==> config.mk <==
export PLATFORM = sky130hd
export DESIGN_NAME = turn_controller
export DESIGN_NICKNAME = d
export VERILOG_FILES = /design/src/rtl/game_pkg.sv /design/src/rtl/cursor_ctrl.sv /design/src/rtl/turn_controller.sv
export SDC_FILE = /design/constraint.sdc
export NUM_CORES = 1
export LEC_CHECK = 0
export BUFFER_PORTS_ARGS = -buffer_cell sky130_fd_sc_hd__buf_2
export CORE_ASPECT_RATIO = 0.8
export CORE_UTILIZATION = 45
export DETAILED_ROUTE_END_ITERATION = 8
export GPL_ROUTABILITY_DRIVEN = 0
export PLACE_DENSITY = 0.66
export SYNTH_ARGS = -nofsm -noshare
export SYNTH_HDL_FRONTEND = slang
export SYNTH_HIERARCHICAL = 1
export SYNTH_SLANG_ARGS = --single-unit
==> constraint.sdc <==
create_clock -name clk -period 2.75 [get_ports clk]
set_input_delay 0.4125 -clock clk [delete_from_list [all_inputs] [get_ports clk]]
set_output_delay 0.4125 -clock clk [all_outputs]
set_load 0.01 [all_outputs]
==> src/rtl/game_pkg.sv <==
// Shared definitions for the board-game control slice.
// Contents: FSM state encoding, board-memory owner codes and a width helper.
package game_pkg;

    typedef enum logic [2:0] {
        S_INIT      = 3'd0,
        S_SEL_PIECE = 3'd1,
        S_SEL_DEST  = 3'd2,
        S_VALIDATE  = 3'd3,
        S_COMMIT    = 3'd4,
        S_GAME_OVER = 3'd5
    } state_t;

    // Board-memory owner codes driven on memory_manage
    localparam logic [1:0] MM_CONTROL   = 2'b00;
    localparam logic [1:0] MM_VALIDATOR = 2'b01;
    localparam logic [1:0] MM_DATAPATH  = 2'b10;
    localparam logic [1:0] MM_VIEW      = 2'b11;

    // Index width for n items, never below one bit
    function automatic int clog2_min1(input int n);
        return (n > 1) ? $clog2(n) : 1;
    endfunction

endpackage

==> src/rtl/cursor_ctrl.sv <==
// Board cursor: holds the highlighted box position and steps it while a
// direction is held, one step every MOVE_DIV enabled cycles.
// Ports:
//   clk, reset         clock, asynchronous active-high reset
//   clear              forces the cursor (and divider) back to (0,0)
//   enable             cursor may move (piece/destination selection)
//   up, down           +x / -x direction levels
//   right, left        +y / -y direction levels
//   box_x, box_y       current cursor position
module cursor_ctrl
    import game_pkg::*;
#(
    parameter int BOARD_W  = 8,
    parameter int BOARD_H  = 8,
    parameter int MOVE_DIV = 12500000,
    parameter int WRAP     = 0,
    localparam int XW = clog2_min1(BOARD_W),
    localparam int YW = clog2_min1(BOARD_H),
    localparam int DW = clog2_min1(MOVE_DIV)
) (
    input  logic          clk,
    input  logic          reset,
    input  logic          clear,
    input  logic          enable,
    input  logic          up,
    input  logic          down,
    input  logic          left,
    input  logic          right,
    output logic [XW-1:0] box_x,
    output logic [YW-1:0] box_y
);

    logic [DW-1:0] div_r;
    logic          held_s;
    logic          step_s;
    logic [XW-1:0] x_next_s;
    logic [YW-1:0] y_next_s;

    // Step strobe and next position; opposite directions cancel per axis,
    // edges clamp or wrap modulo the board size (not the field width)
    always_comb begin
        held_s   = up | down | left | right;
        step_s   = enable && held_s && (div_r == DW'(MOVE_DIV - 1));
        x_next_s = box_x;
        y_next_s = box_y;
        if (up && !down) begin
            if (box_x == XW'(BOARD_W - 1)) begin
                x_next_s = (WRAP != 0) ? {XW{1'b0}} : box_x;
            end else begin
                x_next_s = box_x + XW'(1);
            end
        end else if (down && !up) begin
            if (box_x == {XW{1'b0}}) begin
                x_next_s = (WRAP != 0) ? XW'(BOARD_W - 1) : box_x;
            end else begin
                x_next_s = box_x - XW'(1);
            end
        end else begin
            x_next_s = box_x;
        end
        if (right && !left) begin
            if (box_y == YW'(BOARD_H - 1)) begin
                y_next_s = (WRAP != 0) ? {YW{1'b0}} : box_y;
            end else begin
                y_next_s = box_y + YW'(1);
            end
        end else if (left && !right) begin
            if (box_y == {YW{1'b0}}) begin
                y_next_s = (WRAP != 0) ? YW'(BOARD_H - 1) : box_y;
            end else begin
                y_next_s = box_y - YW'(1);
            end
        end else begin
            y_next_s = box_y;
        end
    end

    // Divider and position registers; divider restarts whenever motion stops
    always_ff @(posedge clk or posedge reset) begin
        if (reset) begin
            div_r <= {DW{1'b0}};
            box_x <= {XW{1'b0}};
            box_y <= {YW{1'b0}};
        end else if (clear) begin
            div_r <= {DW{1'b0}};
            box_x <= {XW{1'b0}};
            box_y <= {YW{1'b0}};
        end else begin
            if (enable && held_s) begin
                div_r <= step_s ? {DW{1'b0}} : div_r + DW'(1);
            end else begin
                div_r <= {DW{1'b0}};
            end
            if (step_s) begin
                box_x <= x_next_s;
                box_y <= y_next_s;
            end
        end
    end

endmodule

==> src/rtl/turn_controller.sv <==
// Game-flow controller: board init, piece/destination selection with
// ownership check, validator handshake, move commit, win and turn timeout,
// plus board-memory arbitration.
// Ports:
//   clk, reset                    clock, asynchronous active-high reset
//   up/down/left/right            cursor direction levels
//   select, deselect              levels, acted on at their rising edge
//   new_game                      leave the game-over state
//   piece_read, piece_owner       piece and owner at the current address
//   initialize_complete           datapath finished clearing the board
//   validate_complete, move_valid validator result
//   current_player, winner, winning_msg
//   piece_x/y, move_x/y, box_x/y  source, destination and cursor squares
//   piece_to_move                 latched source piece code
//   memory_manage                 board-memory owner (game_pkg MM_* codes)
//   start_validation, move_piece, initialize_board, can_render,
//   turn_timeout, select_reject   control strobes and levels
module turn_controller
    import game_pkg::*;
#(
    parameter int BOARD_W      = 8,
    parameter int BOARD_H      = 8,
    parameter int NUM_PLAYERS  = 2,
    parameter int PIECE_W      = 4,
    parameter logic [(2**PIECE_W)-1:0] KING_MASK = 16'h1040,
    parameter int MOVE_DIV     = 12500000,
    parameter int WRAP         = 0,
    parameter int TURN_TIMEOUT = 0,
    localparam int XW  = clog2_min1(BOARD_W),
    localparam int YW  = clog2_min1(BOARD_H),
    localparam int PLW = clog2_min1(NUM_PLAYERS)
) (
    input  logic               clk,
    input  logic               reset,
    input  logic               up,
    input  logic               down,
    input  logic               left,
    input  logic               right,
    input  logic               select,
    input  logic               deselect,
    input  logic               new_game,
    input  logic [PIECE_W-1:0] piece_read,
    input  logic [PLW-1:0]     piece_owner,
    input  logic               initialize_complete,
    input  logic               validate_complete,
    input  logic               move_valid,
    output logic [PLW-1:0]     current_player,
    output logic [PLW-1:0]     winner,
    output logic               winning_msg,
    output logic [XW-1:0]      piece_x,
    output logic [YW-1:0]      piece_y,
    output logic [XW-1:0]      move_x,
    output logic [YW-1:0]      move_y,
    output logic [XW-1:0]      box_x,
    output logic [YW-1:0]      box_y,
    output logic [PIECE_W-1:0] piece_to_move,
    output logic [1:0]         memory_manage,
    output logic               start_validation,
    output logic               move_piece,
    output logic               initialize_board,
    output logic               can_render,
    output logic               turn_timeout,
    output logic               select_reject
);

    localparam int TW = clog2_min1(TURN_TIMEOUT);
    localparam logic [TW-1:0] TO_LAST = TW'((TURN_TIMEOUT > 0) ? TURN_TIMEOUT - 1 : 0);

    state_t        state_r;
    logic          sel_d_r;
    logic          desel_d_r;
    logic          dest_king_r;
    logic [TW-1:0] turn_cnt_r;

    logic           sel_rise_s;
    logic           desel_rise_s;
    logic           timeout_s;
    logic [PLW-1:0] pl_next_s;
    logic           cursor_en_s;
    logic           cursor_clr_s;

    // Edge detect, timeout strobe, next player and decoded outputs
    always_comb begin
        sel_rise_s   = select & ~sel_d_r;
        desel_rise_s = deselect & ~desel_d_r;
        timeout_s    = (TURN_TIMEOUT > 0) && (turn_cnt_r == TO_LAST);
        if (current_player == PLW'(NUM_PLAYERS - 1)) begin
            pl_next_s = {PLW{1'b0}};
        end else begin
            pl_next_s = current_player + PLW'(1);
        end
        cursor_en_s      = 1'b0;
        cursor_clr_s     = 1'b0;
        memory_manage    = MM_CONTROL;
        initialize_board = 1'b0;
        move_piece       = 1'b0;
        can_render       = 1'b1;
        case (state_r)
            S_INIT: begin
                cursor_clr_s     = 1'b1;
                memory_manage    = MM_DATAPATH;
                initialize_board = 1'b1;
                can_render       = 1'b0;
            end
            S_SEL_PIECE, S_SEL_DEST: begin
                cursor_en_s   = 1'b1;
                memory_manage = MM_CONTROL;
            end
            S_VALIDATE: begin
                memory_manage = MM_VALIDATOR;
            end
            S_COMMIT: begin
                memory_manage = MM_DATAPATH;
                move_piece    = 1'b1;
                can_render    = 1'b0;
            end
            S_GAME_OVER: begin
                memory_manage = MM_VIEW;
            end
            default: begin
                memory_manage    = MM_DATAPATH;
                initialize_board = 1'b1;
                can_render       = 1'b0;
            end
        endcase
    end

    // Game-flow FSM with registered strobes and latched move data
    always_ff @(posedge clk or posedge reset) begin
        if (reset) begin
            state_r          <= S_INIT;
            sel_d_r          <= 1'b0;
            desel_d_r        <= 1'b0;
            dest_king_r      <= 1'b0;
            turn_cnt_r       <= {TW{1'b0}};
            current_player   <= {PLW{1'b0}};
            winner           <= {PLW{1'b0}};
            winning_msg      <= 1'b0;
            piece_x          <= {XW{1'b0}};
            piece_y          <= {YW{1'b0}};
            move_x           <= {XW{1'b0}};
            move_y           <= {YW{1'b0}};
            piece_to_move    <= {PIECE_W{1'b0}};
            start_validation <= 1'b0;
            turn_timeout     <= 1'b0;
            select_reject    <= 1'b0;
        end else begin
            sel_d_r          <= select;
            desel_d_r        <= deselect;
            start_validation <= 1'b0;
            turn_timeout     <= 1'b0;
            select_reject    <= 1'b0;
            case (state_r)
                S_INIT: begin
                    dest_king_r    <= 1'b0;
                    turn_cnt_r     <= {TW{1'b0}};
                    current_player <= {PLW{1'b0}};
                    winner         <= {PLW{1'b0}};
                    winning_msg    <= 1'b0;
                    piece_x        <= {XW{1'b0}};
                    piece_y        <= {YW{1'b0}};
                    move_x         <= {XW{1'b0}};
                    move_y         <= {YW{1'b0}};
                    piece_to_move  <= {PIECE_W{1'b0}};
                    if (initialize_complete) begin
                        state_r <= S_SEL_PIECE;
                    end
                end
                S_SEL_PIECE: begin
                    // Timeout beats a same-cycle select
                    if (timeout_s) begin
                        turn_timeout   <= 1'b1;
                        current_player <= pl_next_s;
                        turn_cnt_r     <= {TW{1'b0}};
                    end else begin
                        turn_cnt_r <= turn_cnt_r + TW'(1);
                        if (sel_rise_s) begin
                            if ((piece_read != {PIECE_W{1'b0}}) && (piece_owner == current_player)) begin
                                piece_x       <= box_x;
                                piece_y       <= box_y;
                                piece_to_move <= piece_read;
                                state_r       <= S_SEL_DEST;
                            end else begin
                                select_reject <= 1'b1;
                            end
                        end
                    end
                end
                S_SEL_DEST: begin
                    if (timeout_s) begin
                        turn_timeout   <= 1'b1;
                        current_player <= pl_next_s;
                        turn_cnt_r     <= {TW{1'b0}};
                        state_r        <= S_SEL_PIECE;
                    end else begin
                        turn_cnt_r <= turn_cnt_r + TW'(1);
                        if (desel_rise_s) begin
                            state_r <= S_SEL_PIECE;
                        end else if (sel_rise_s) begin
                            move_x           <= box_x;
                            move_y           <= box_y;
                            dest_king_r      <= KING_MASK[piece_read];
                            start_validation <= 1'b1;
                            state_r          <= S_VALIDATE;
                        end
                    end
                end
                S_VALIDATE: begin
                    if (validate_complete) begin
                        state_r <= move_valid ? S_COMMIT : S_SEL_DEST;
                    end
                end
                S_COMMIT: begin
                    if (dest_king_r) begin
                        winner      <= current_player;
                        winning_msg <= 1'b1;
                        state_r     <= S_GAME_OVER;
                    end else begin
                        current_player <= pl_next_s;
                        turn_cnt_r     <= {TW{1'b0}};
                        state_r        <= S_SEL_PIECE;
                    end
                end
                S_GAME_OVER: begin
                    if (new_game) begin
                        state_r <= S_INIT;
                    end
                end
                default: begin
                    state_r <= S_INIT;
                end
            endcase
        end
    end

    cursor_ctrl #(
        .BOARD_W  (BOARD_W),
        .BOARD_H  (BOARD_H),
        .MOVE_DIV (MOVE_DIV),
        .WRAP     (WRAP)
    ) u_cursor (
        .clk    (clk),
        .reset  (reset),
        .clear  (cursor_clr_s),
        .enable (cursor_en_s),
        .up     (up),
        .down   (down),
        .left   (left),
        .right  (right),
        .box_x  (box_x),
        .box_y  (box_y)
    );

endmodule

==> Word-level counts from Yosys, hierarchy flattened <==
Memory sizes are Yosys's and may differ from the RTL's.
Index checks and enable logic that the tools add are counted.
{ "word_totals": {"regBits": 57, "romBits": 16, "input_bits": 17, "output_inout_bits": 33, "wordCells": 149, "mem_count": 1} }
{ "memory_table": {"columns": ["name", "words", "word_bits", "rd", "rd_ports_with_merged_regs", "write_ports", "line", "source"], "rows": [
  ["(no name shown)", 16, 1, 1, 0, 0, "turn_controller.sv:202", "dest_king_r <= KING_MASK[piece_read];"]
]} }
{ "classes": {"addsub": 6, "magnitude_cmp": 1, "n_eq_ne": 23, "mux": 63, "bitwise": 7, "reduce_logical": 31} }
{ "ops": {"columns": ["operator", "n"], "rows": [
  ["2-to-1 mux 3 bit", 29],
  ["2-to-1 mux 24 bit", 3],
  ["adder 24 x 1 -> 24 bit, second input constant", 1],
  ["== test 24 bit, second input constant", 1],
  ["case mux 3 bit (2 select lines)", 4],
  ["2-to-1 mux 1 bit", 18],
  ["!= test 2 bit, second input constant", 9],
  ["case mux 3 bit (6 select lines)", 1],
  ["== test 3 bit, second input constant", 4],
  ["logical NOT 3 bit", 3],
  ["!= test 3 bit, second input constant", 3],
  ["2-to-1 mux 4 bit", 2],
  ["case mux 1 bit (2 select lines)", 4],
  ["case mux 4 bit (2 select lines)", 1],
  ["AND reduction 4 bit", 2],
  ["nonzero test 2 bit", 4],
  ["logical AND 1 bit", 7],
  ["adder 3 x 1 -> 3 bit, second input constant", 2],
  ["== test 3 x 2 -> 1 bit, second input constant", 2],
  ["!= test 3 x 2 -> 1 bit, second input constant", 2],
  ["case mux 2 bit (3 select lines)", 1],
  ["AND reduction 3 bit", 2],
  ["AND reduction 6 bit", 1],
  ["nonzero test 3 bit", 2],
  ["other kinds (14)", 23]
]} }

==> Logic depth before layout (Yosys ltp) <==
Gate-level depths: netlist (run 1).
{ "logic_depth": {"depth_word": 8, "ltp_mapped": 9} }

==> Modules after synthesis <==
Netlist (run 1), hierarchy kept.
{ "modules_own_cells": {"columns": ["module", "instances", "cells_each", "area_each_um2", "seq_area_each_um2"], "rows": [
  ["cursor_ctrl", 1, 189, 1794.2, 750.7],
  ["turn_controller", 1, 140, 1361.3, 675.6]
]} }

==> Least setup slack after synthesis (run 1) <==
Ideal clock, no wire load.
{ "synth_path": {"path_kind": "register to register", "from": "register state_r[0]", "to": "register u_cursor.box_y[2]", "setup_ns": 0.078, "arrival_time_ns": 2.198, "setup_slack_ns": 0.475, "stages_incl_launch_ff": 8, "period_less_slack_ns": 2.275, "cell_sequence": "dfrtp_1 nor3b_4 or2_2 o41ai_1 or4_1 buf_2 or4_1 a21oi_1"} }
{ "synth_via": {"elab_chain_cells": 7, "elab_cells_between_ends": 14} }
{ "synth_rtl": {"columns": ["item", "line", "source"], "rows": [
  ["from (decl)", "turn_controller.sv:69", "state_t state_r;"],
  ["from (signal assigned)", "turn_controller.sv:210", "state_r <= move_valid ? S_COMMIT : S_SEL_DEST;"],
  ["== test 3 x 2 -> 1 bit or == test 3 x 1 -> 1 bit (tied branches)", "turn_controller.sv:98", "case (state_r)"],
  ["OR reduction 2 bit (no source line) *", null, null],
  ["2-to-1 mux 1 bit *", "turn_controller.sv:98", null],
  ["net cursor_en_s", "turn_controller.sv:79", "logic cursor_en_s;"],
  ["logical AND 1 bit * (2 in series)", "cursor_ctrl.sv:43", "step_s = enable && held_s && (div_r == DW'(MOVE_DIV - 1));"],
  ["nonzero test 2 bit (no source line) *", null, null],
  ["AND reduction 4 bit (no source line) *", null, null],
  ["to (signal assigned)", "cursor_ctrl.sv:83", "box_y <= {YW{1'b0}};"],
  ["to (signal assigned)", "cursor_ctrl.sv:87", "box_y <= {YW{1'b0}};"],
  ["to (signal assigned)", "cursor_ctrl.sv:96", "box_y <= y_next_s;"],
  ["to (decl)", "cursor_ctrl.sv:30", "output logic [YW-1:0] box_y"]
]} }
Mark *: on every way through the listed nets, which the timed path passes. The rest lies on a longest branch.
A chain may end at the register's enable or synchronous reset.

==> Worst setup path after layout (run 1) <==
{ "layout_path": {"from": "register state_r[2]", "to": "register u_cursor.box_y[2]"} }
The elaborated chain is that of the path after synthesis.

==> results of run 1 <==
-- cell families after synthesis --
kind of cell,count (synthesis),synth area share (%)
adders and majority gates,3,1.67
buffers and inverters,45,5.91
other,1,0.119
muxes,22,7.26
xor gates and xnor gates,16,4.44
AOI/OAI and AO/OA,54,12.5
DFF,57,45.2
and+or+nand+nor,131,22.9
-- final timing paths --
path                                  from                 to  depth (start not counted)  slack [ns]
worst min register to register      winner             winner                          1        0.49
min in group clk                  deselect          desel_d_r                          1        0.20
worst min-delay path                 reset          move_y[1]                          3        0.13
max in group asynchronous            reset  u_cursor/div_r[9]                          3        2.30
worst max register to register  state_r[2]  u_cursor/box_y[2]                          7        0.40
worst max-delay path            state_r[2]  u_cursor/box_y[2]                          7        0.40
-- metal layers --
metal | routed length, µm | track usage (%) | vias to the layer above
met1 | 3400 | 29.1 | 1289
met5 | 0 | 0 | -
met3 | 275 | 6.94 | 6
met2 | 3340 | 30.1 | 58
li1 | - | - | 1286
met4 | 69 | 6.42 | 0
-- power by group --
part	internal [mW]	leakage (nW)	switching, mW
sequential	0.915	0.783	0.0628
combinational	0.389	0.699	0.605
clock	0.468	0.103	0.341
-- state kept, by name, summed over array words and instances (netlist names) --
signal	flops
move_x	3
piece_y	3
u_cursor/box_y	3
desel_d_r	1
state_r	3
select_reject	1
dest_king_r	1
winning_msg	1
sel_d_r	1
piece_x	3
u_cursor/div_r	24
u_cursor/box_x	3
start_validation	1
move_y	3
piece_to_move	4
winner	1
current_player	1
-- cell usage after synthesis, types with 2 or more instances --
master	count	area share, %
a31oi_1	5	0.99
nor4_1	6	1.2
o31ai_1	8	1.9
nand2_1	32	3.8
xnor2_1	12	3.3
nand3_1	9	1.4
xor2_1	4	1.1
nor2_1	13	1.5
buf_2	8	1.3
buf_4	2	0.48
dfrtp_1	57	45
fa_1	2	1.3
and4_1	3	0.83
or4_1	8	1.9
o21ai_0	8	1.3
mux2i_1	18	5.7
nor2b_1	8	1.6
a211oi_1	8	1.9
nand2b_1	3	0.59
a22oi_1	2	0.48
mux2_2	3	1.1
a211oi_2	2	0.79
nor3b_1	2	0.48
or2_2	2	0.40
clkbuf_1	6	0.71
nand4_1	9	1.8
o41ai_1	2	0.56
nor3_1	22	3.5
o31a_1	2	0.56
inv_1	29	3.4
a21oi_1	9	1.4
or3_1	5	0.99
-- per-stage QoR --
step	utilization, %	hold slack, ns	instances	setup slack [ns]
global placement	53.1	0.474	454	0.533
global route	56.3	0.171	470	0.272
CTS	56.3	0.136	470	0.424
floorplan	-	0.444	329	0.475
detailed placement	53.1	0.477	454	0.444
finish	56.3	0.133	470	0.399
-- layout make-up --
| class | count | area, µm² |
|---|---|---|
| fillers | 577 | 2870 |
| multi-input cells | 227 | 1540 |
| flip-flops and latches | 57 | 1430 |
| repair buffers | 57 | 308 |
| clock buffers | 12 | 155 |
| inverters | 29 | 109 |
| well taps | 84 | 105 |
| clock inverters | 4 | 51.3 |
-- worst max-delay path: stages, from the launching register on --
cell	delay [ns]
dfrtp_1	0.38
buf_4	0.18
nor3b_4	0.18
or2_2	0.13
o41ai_1	0.09
or4_1	0.57
or4_1	0.55
a21oi_1	0.18
==> impl_metrics.json, run 1 <==
{
  "wl_per_cell_um": 15.1,
  "initial_utilization_pct": 48.0,
  "synth_ff_type": "dfrtp_1",
  "netlist_instances": 329,
  "yosysSeqAreaShare_pct": 45.2,
  "required_ns": 3.01,
  "clk_pin_slew_ns": 0.07,
  "die_area_um2": 7350,
  "period_share_pct": 85.5,
  "cts.sinks": 57,
  "rows": 26,
  "vias": 2639,
  "grt_pass1_vias": 2412,
  "n_antenna_cell": 0,
  "mappedNetlistArea_um2": 3160,
  "min_period_ns": 2.35,
  "syn2layout_area_growth_pct": 17.2,
  "maxSlewViolCount": 0,
  "synth.distinct_cells": 52,
  "status": "completed",
  "ys_ff_latch": 57,
  "htree_levels": 3,
  "num_io_pins": 50,
  "max_freq_mhz": 425,
  "slew_headroom_pct": 53.1,
  "drive_gt1_share_pct": 22.0,
  "ctsHoldBuffers": 0,
  "start_kind": "flop",
  "ys_async_sr_fraction_pct": 100,
  "antenna_found_initial": 0,
  "fp.dieW_um": 95.6,
  "postCtsSetupBuffers": 0,
  "critPathArrivalTime_ns": 2.61,
  "clock_latency_ns": 0.34,
  "worst_pin_slew_ns": 0.697,
  "grt.total_usage_pct": 20.7,
  "hold_violations": 0,
  "first_iter_violations": 170,
  "layout_commonest_cell": "dfrtp_1",
  "vias_per_cell": 5.61,
  "leakagePower_nw": 1.58,
  "mostFrequentLayoutCells": "57 x dfrtp_1, 48 x buf_2, 32 x nand2_1",
  "avgSynthCellArea_um2": 9.59,
  "overflow": 0,
  "clockBufferDepth": 2,
  "dp_hpwl_um": 4940,
  "drc": 0,
  "peakVddDrop_uv": 528,
  "antenna_left": 0,
  "cts_tree": "done",
  "finalSetupViolCount": 0,
  "dpl_cell_area_um2": 3490,
  "stdcell_area_um2": 3700,
  "cts-root-buf": "clkbuf_8",
  "nNetsFinal": 401,
  "ys_warn_count": 6,
  "rsz0062_at_grt": "no",
  "maxCapViolCount": 0,
  "critPathMaxFanout": 12,
  "cts_resized": 0,
  "synth_edf_count": 0,
  "power.total_mw": 2.78,
  "coreArea_um2": 6570,
  "tns_ns": 0,
  "skew_ns": 0.00847,
  "die_h_um": 76.9,
  "cts_buffers": 9,
  "drt_wl_total_um": 7080,
  "synth_fp_nets": 349,
  "path_class": "flop to flop",
  "end_kind": "flop",
  "grt_max_degree": 31,
  "power_density_nw_per_um2": 752,
  "first_pass_iters": 4,
  "hp-class": "input port to asynchronous set/reset pin",
  "grt_pass1_wl_um": 11700,
  "port_buffers": 48
}
(Power assumes the default switching activity.)
==> inputs of run 2 (changes only) <==
--- a/config.mk
+++ b/config.mk
@@ -6,11 +6,13 @@
 export NUM_CORES = 1
 export LEC_CHECK = 0
 export BUFFER_PORTS_ARGS = -buffer_cell sky130_fd_sc_hd__buf_2
+export CELL_PAD_IN_SITES_DETAIL_PLACEMENT = 0
+export CELL_PAD_IN_SITES_GLOBAL_PLACEMENT = 2
 export CORE_ASPECT_RATIO = 0.8
-export CORE_UTILIZATION = 45
+export CORE_UTILIZATION = 35
 export DETAILED_ROUTE_END_ITERATION = 8
 export GPL_ROUTABILITY_DRIVEN = 0
-export PLACE_DENSITY = 0.66
+export PLACE_DENSITY_LB_ADDON = 0.1
 export SYNTH_ARGS = -nofsm -noshare
 export SYNTH_HDL_FRONTEND = slang
 export SYNTH_HIERARCHICAL = 1
==> run 2 against run 1 <==
- non-clock buffer count stayed put
- combinational power is 7.5% lower
- highest routed layer unchanged
- clock skew is 0.00073 ns lower
- cell count is 6.0% higher
- clock power is 4.8% lower
- sequential power is 5% higher
- largest power group is now sequential cells
==> impl_metrics.json, run 2 (same netlist as run 1, synthesis figures left out) <==
{
  "status": "completed",
  "top_register": "u_cursor/div_r",
  "postCtsSetupBuffers": 0,
  "finalSetupViolCount": 0,
  "largest_reg_flops": 24,
  "nNetsFinal": 401,
  "grt_max_degree": 31,
  "maxCapViolCount": 0,
  "clock_latency_ns": 0.33,
  "cts.sinks": 57,
  "maxSlewViolCount": 0,
  "num_io_pins": 50,
  "switchingPower_mw": 0.992,
  "dr.max_layer_used": "met4",
  "dp_slack_ns": 0.302,
  "power_density_nw_per_um2": 731,
  "dr_wl_met3_um": 335,
  "max_freq_mhz": 406,
  "leakagePower_nw": 1.58,
  "end_kind": "flop",
  "critPathMaxFanout": 13,
  "clock_power_share_pct": 28.3,
  "drt_wl_total_um": 7640,
  "p_sw_share_pct": 36.5,
  "hp-class": "input port to asynchronous set/reset pin",
  "skew_ns": 0.00775,
  "cts_buffers": 9,
  "antenna_left": 0,
  "syn2layout_area_growth_pct": 17.7,
  "mostFrequentLayoutCells": "57 x dfrtp_1, 48 x buf_2, 32 x nand2_1",
  "n_antenna_cell": 0,
  "vias_per_cell": 5.26,
  "antenna_found_initial": 0,
  "grt_pass1_vias": 2545,
  "critPathArrivalTime_ns": 2.71,
  "grt_pass1_wl_um": 13200,
  "initial_utilization_pct": 36.7,
  "required_ns": 3.00,
  "wl_met2_um": 3100,
  "peakVddDrop_uv": 428,
  "p_comb_share_pct": 33.8,
  "nFillCells": 852,
  "fp.dieW_um": 108,
  "slew_headroom_pct": 63.1,
  "cts-root-buf": "clkbuf_8",
  "layout_commonest_cell": "dfrtp_1",
  "period_share_pct": 89.5,
  "htree_levels": 3,
  "grt.total_usage_pct": 18.1,
  "clk_pin_slew_ns": 0.07,
  "rsz0062_at_grt": "no",
  "min_period_ns": 2.46,
  "first_pass_iters": 4,
  "dp_hpwl_um": 5510,
  "wl_per_cell_um": 15.3,
  "clockBufferDepth": 2,
  "layout_setup_ws_ns": 0.289,
  "coreArea_um2": 8600,
  "overflow": 0,
  "rows": 30,
  "die_area_um2": 9400,
  "drive_gt1_share_pct": 21.5,
  "p_int_mw": 1.72,
  "worst_pin_slew_ns": 0.553,
  "path_class": "flop to flop",
  "tns_ns": 0,
  "reg_top3": "u_cursor/div_r: 24 flops, piece_to_move: 4 flops",
  "hold_violations": 0,
  "ctsHoldBuffers": 0,
  "die_h_um": 86.9,
  "start_kind": "flop",
  "cts_resized": 0,
  "seq_power_share_pct": 37.8,
  "first_iter_violations": 138,
  "port_buffers": 48,
  "vias": 2617,
  "cts_tree": "done",
  "met1_length_um": 4150,
  "drc": 0
}
## run 2: power groups by stage
stage	logic (mW)	registers, mW	clock network (mW)
global placement	0.937	1.04	0
finish	0.919	1.03	0.770
global route	1.02	1.04	0.838
floorplan	0.688	1.01	0
detailed placement	0.936	1.04	0
CTS	0.940	1.03	0.806
## run 2: per-layer routing
metal	global-route usage (%)	up-vias
met4	4.86	0
met3	4.26	6
met2	25.1	56
met5	0	-
met1	27.7	1273
li1	-	1282
## run 2: cell type report
cell class	count	area, µm²	area share (%)
inverters	29	109	2.93
clock buffers	13	149	4.01
flip-flops and latches	57	1430	38.4
repair buffers	57	308	8.29
multi-input cells	227	1540	41.5
well taps	112	140	3.77
clock inverters	3	40.0	1.08
## run 2: per-stage QoR
stage / utilization [%] / power (mW) / hold WS (ns) / instances / cell area [µm²]
floorplan: - / 1.70 / 0.444 / 329 / 3160
global placement: 41.0 / 1.98 / 0.478 / 482 / 3530
detailed placement: 41.0 / 1.98 / 0.482 / 482 / 3530
CTS: 43.2 / 2.77 / 0.150 / 498 / 3710
global route: 43.2 / 2.90 / 0.172 / 498 / 3710
finish: 43.2 / 2.72 / 0.148 / 498 / 3710
## run 2: path summary, 6_finish.rpt
| path | startpoint | end | slack [ns] | depth (start not counted) |
|---|---|---|---|---|
| max | state_r[0] | u_cursor/box_y[2] | 0.29 | 6 |
| min | reset | desel_d_r | 0.15 | 3 |
| max reg2reg | state_r[0] | u_cursor/box_y[2] | 0.29 | 6 |
| min reg2reg | winner | winner | 0.50 | 1 |
| max in group asynchronous | reset | u_cursor/div_r[7] | 2.28 | 3 |
| min in group clk | deselect | desel_d_r | 0.21 | 1 |
## run 2: critical path, stage by stage, from the launching register on
cell and delay (ns):
dfrtp_1 0.59, nor3b_1 0.28, or2_2 0.16, o41ai_1 0.09, or4_1 0.57, or4_1 0.54, a21oi_1 0.16
==> inputs of run 3 (changes only) <==
--- a/config.mk
+++ b/config.mk
@@ -5,12 +5,12 @@
 export SDC_FILE = /design/constraint.sdc
 export NUM_CORES = 1
 export LEC_CHECK = 0
-export BUFFER_PORTS_ARGS = -buffer_cell sky130_fd_sc_hd__buf_2
 export CELL_PAD_IN_SITES_DETAIL_PLACEMENT = 0
 export CELL_PAD_IN_SITES_GLOBAL_PLACEMENT = 2
 export CORE_ASPECT_RATIO = 0.8
-export CORE_UTILIZATION = 35
+export CORE_UTILIZATION = 39
 export DETAILED_ROUTE_END_ITERATION = 8
+export DONT_BUFFER_PORTS = 1
 export GPL_ROUTABILITY_DRIVEN = 0
 export PLACE_DENSITY_LB_ADDON = 0.1
 export SYNTH_ARGS = -nofsm -noshare
==> run 3 against run 2 <==
- final area is 6.9% lower
- die area is 10% lower
- register-to-register slack better by 0.14 ns
- combinational power is 3.4% lower
- first-iteration DRC count is 36% lower
- critical path depth stayed put
- global-route usage is 1.1 points higher
- total power is 4.6% lower
==> impl_metrics.json, run 3 (same netlist as run 1, synthesis figures left out) <==
{
  "die_area_um2": 8460,
  "max_freq_mhz": 430,
  "vias_per_cell": 5.52,
  "tns_ns": 0,
  "start_kind": "flop",
  "cts_resized": 0,
  "mostFrequentLayoutCells": "57 x dfrtp_1, 32 x nand2_1, 29 x inv_1",
  "maxSlewViolCount": 0,
  "required_ns": 3.02,
  "p_int_mw": 1.59,
  "min_period_ns": 2.32,
  "dpl_cell_area_um2": 3280,
  "n_antenna_cell": 0,
  "drc": 0,
  "r2r_cells": 6,
  "status": "completed",
  "largest_reg_flops": 24,
  "maxCapViolCount": 0,
  "fp.dieW_um": 103,
  "finalSetupViolCount": 0,
  "clock_latency_ns": 0.34,
  "grt_max_degree": 31,
  "htree_levels": 3,
  "slew_headroom_pct": 58.8,
  "rsz0062_at_grt": "no",
  "vias": 2453,
  "rows": 28,
  "nNetsFinal": 354,
  "hp-class": "input port to asynchronous set/reset pin",
  "drive_gt1_share_pct": 11.2,
  "clockBufferDepth": 2,
  "seq_power_share_pct": 39.2,
  "top_register": "u_cursor/div_r",
  "postCtsSetupBuffers": 0,
  "cts_tree": "done",
  "initial_utilization_pct": 41.5,
  "reg_top3": "u_cursor/div_r: 24 flops, piece_to_move: 4 flops",
  "power_density_nw_per_um2": 749,
  "stdcell_area_um2": 3460,
  "skew_ns": 0.0134,
  "overflow": 0,
  "first_iter_violations": 89,
  "switchingPower_mw": 0.996,
  "critPathArrivalTime_ns": 2.59,
  "timing.rr.start": "state_r[2]",
  "antenna_found_initial": 0,
  "drt_wl_total_um": 7350,
  "path_class": "flop to flop",
  "dp_hpwl_um": 5300,
  "antenna_left": 0,
  "syn2layout_area_growth_pct": 9.56,
  "num_io_pins": 50,
  "clock_power_share_pct": 26.5,
  "clk_pin_slew_ns": 0.07,
  "end_kind": "flop",
  "layout_commonest_cell": "dfrtp_1",
  "grt_pass1_vias": 2276,
  "cts-root-buf": "clkbuf_8",
  "peakVddDrop_uv": 398,
  "worst_pin_slew_ns": 0.614,
  "coreArea_um2": 7600,
  "cts_buffers": 9,
  "cts.sinks": 57,
  "hold_violations": 0,
  "period_share_pct": 84.5,
  "leakagePower_nw": 1.34,
  "p_comb_share_pct": 34.3,
  "wl_per_cell_um": 16.6,
  "critPathMaxFanout": 9,
  "grt.total_usage_pct": 19.2,
  "port_buffers": 0,
  "first_pass_iters": 4,
  "ctsHoldBuffers": 0,
  "p_sw_share_pct": 38.5,
  "die_h_um": 82.5,
  "grt_pass1_wl_um": 12100,
  "crit_path_start": "state_r[2]"
}
[run 3: cell count changes in the layout (fill, tap and decap cells not counted), sizes merged]
cell / delta
buf: -47
bufinv: -1
clkbuf: -2
clkinv: +2
clkinvlp: +1
[run 3: layout make-up]
class                      instances  area (µm²)
clock buffer                      11         141
clock inverter                     5        31.3
fill                             756        4150
inverter                          29         109
multi-input combinational        227        1540
sequential                        57        1430
tap                              105         131
timing repair buffer              10        75.1
[run 3: power groups by stage]
stage	clock, mW	combinational (mW)	sequential (mW)
2_1_floorplan	0	0.688	1.01
3_3_place_gp	0	0.896	1.03
3_5_place_dp	0	0.893	1.03
4_1_cts	0.711	0.895	1.01
5_1_grt	0.748	0.981	1.03
6_report	0.687	0.888	1.02
[run 3: metrics by stage]
| stage | std cells | hold slack (ns) | setup WS [ns] | total power, mW | utilization, % |
|---|---|---|---|---|---|
| floorplan | 329 | 0.444 | 0.475 | 1.70 | - |
| detailed placement | 428 | 0.385 | 0.435 | 1.92 | 43.2 |
| CTS | 444 | 0.0227 | 0.421 | 2.62 | 45.5 |
| global route | 444 | 0.0453 | 0.242 | 2.76 | 45.5 |
| global placement | 428 | 0.398 | 0.504 | 1.92 | 43.2 |
| finish | 444 | 0.0203 | 0.425 | 2.59 | 45.5 |
[run 3: path summary, 6_finish.rpt]
kind / endpoint / slack [ns]
setup / recovery: u_cursor/box_y[2] / 0.43
hold / removal: desel_d_r / 0.02
setup reg to reg: u_cursor/box_y[2] / 0.43
hold reg to reg: u_cursor/div_r[0] / 0.55
max in group asynchronous: u_cursor/div_r[1] / 2.41
min in group clk: desel_d_r / 0.10
[run 3: metal layers]
layer  vias up  wire length (µm)  track usage (%)
met5         -                 0                0
met4         0                70             6.43
met3         7               524             5.56
met2        58              2950             25.1
met1      1196              3810             29.5
li1       1192                 -                -
[run 3: critical path, cell delays in order (launching register included)]
cell and delay [ns]:
dfrtp_1 0.46, nor3b_1 0.26, or2_2 0.16, o41ai_1 0.10
or4_1 0.58, or4_1 0.55, a21oi_1 0.15
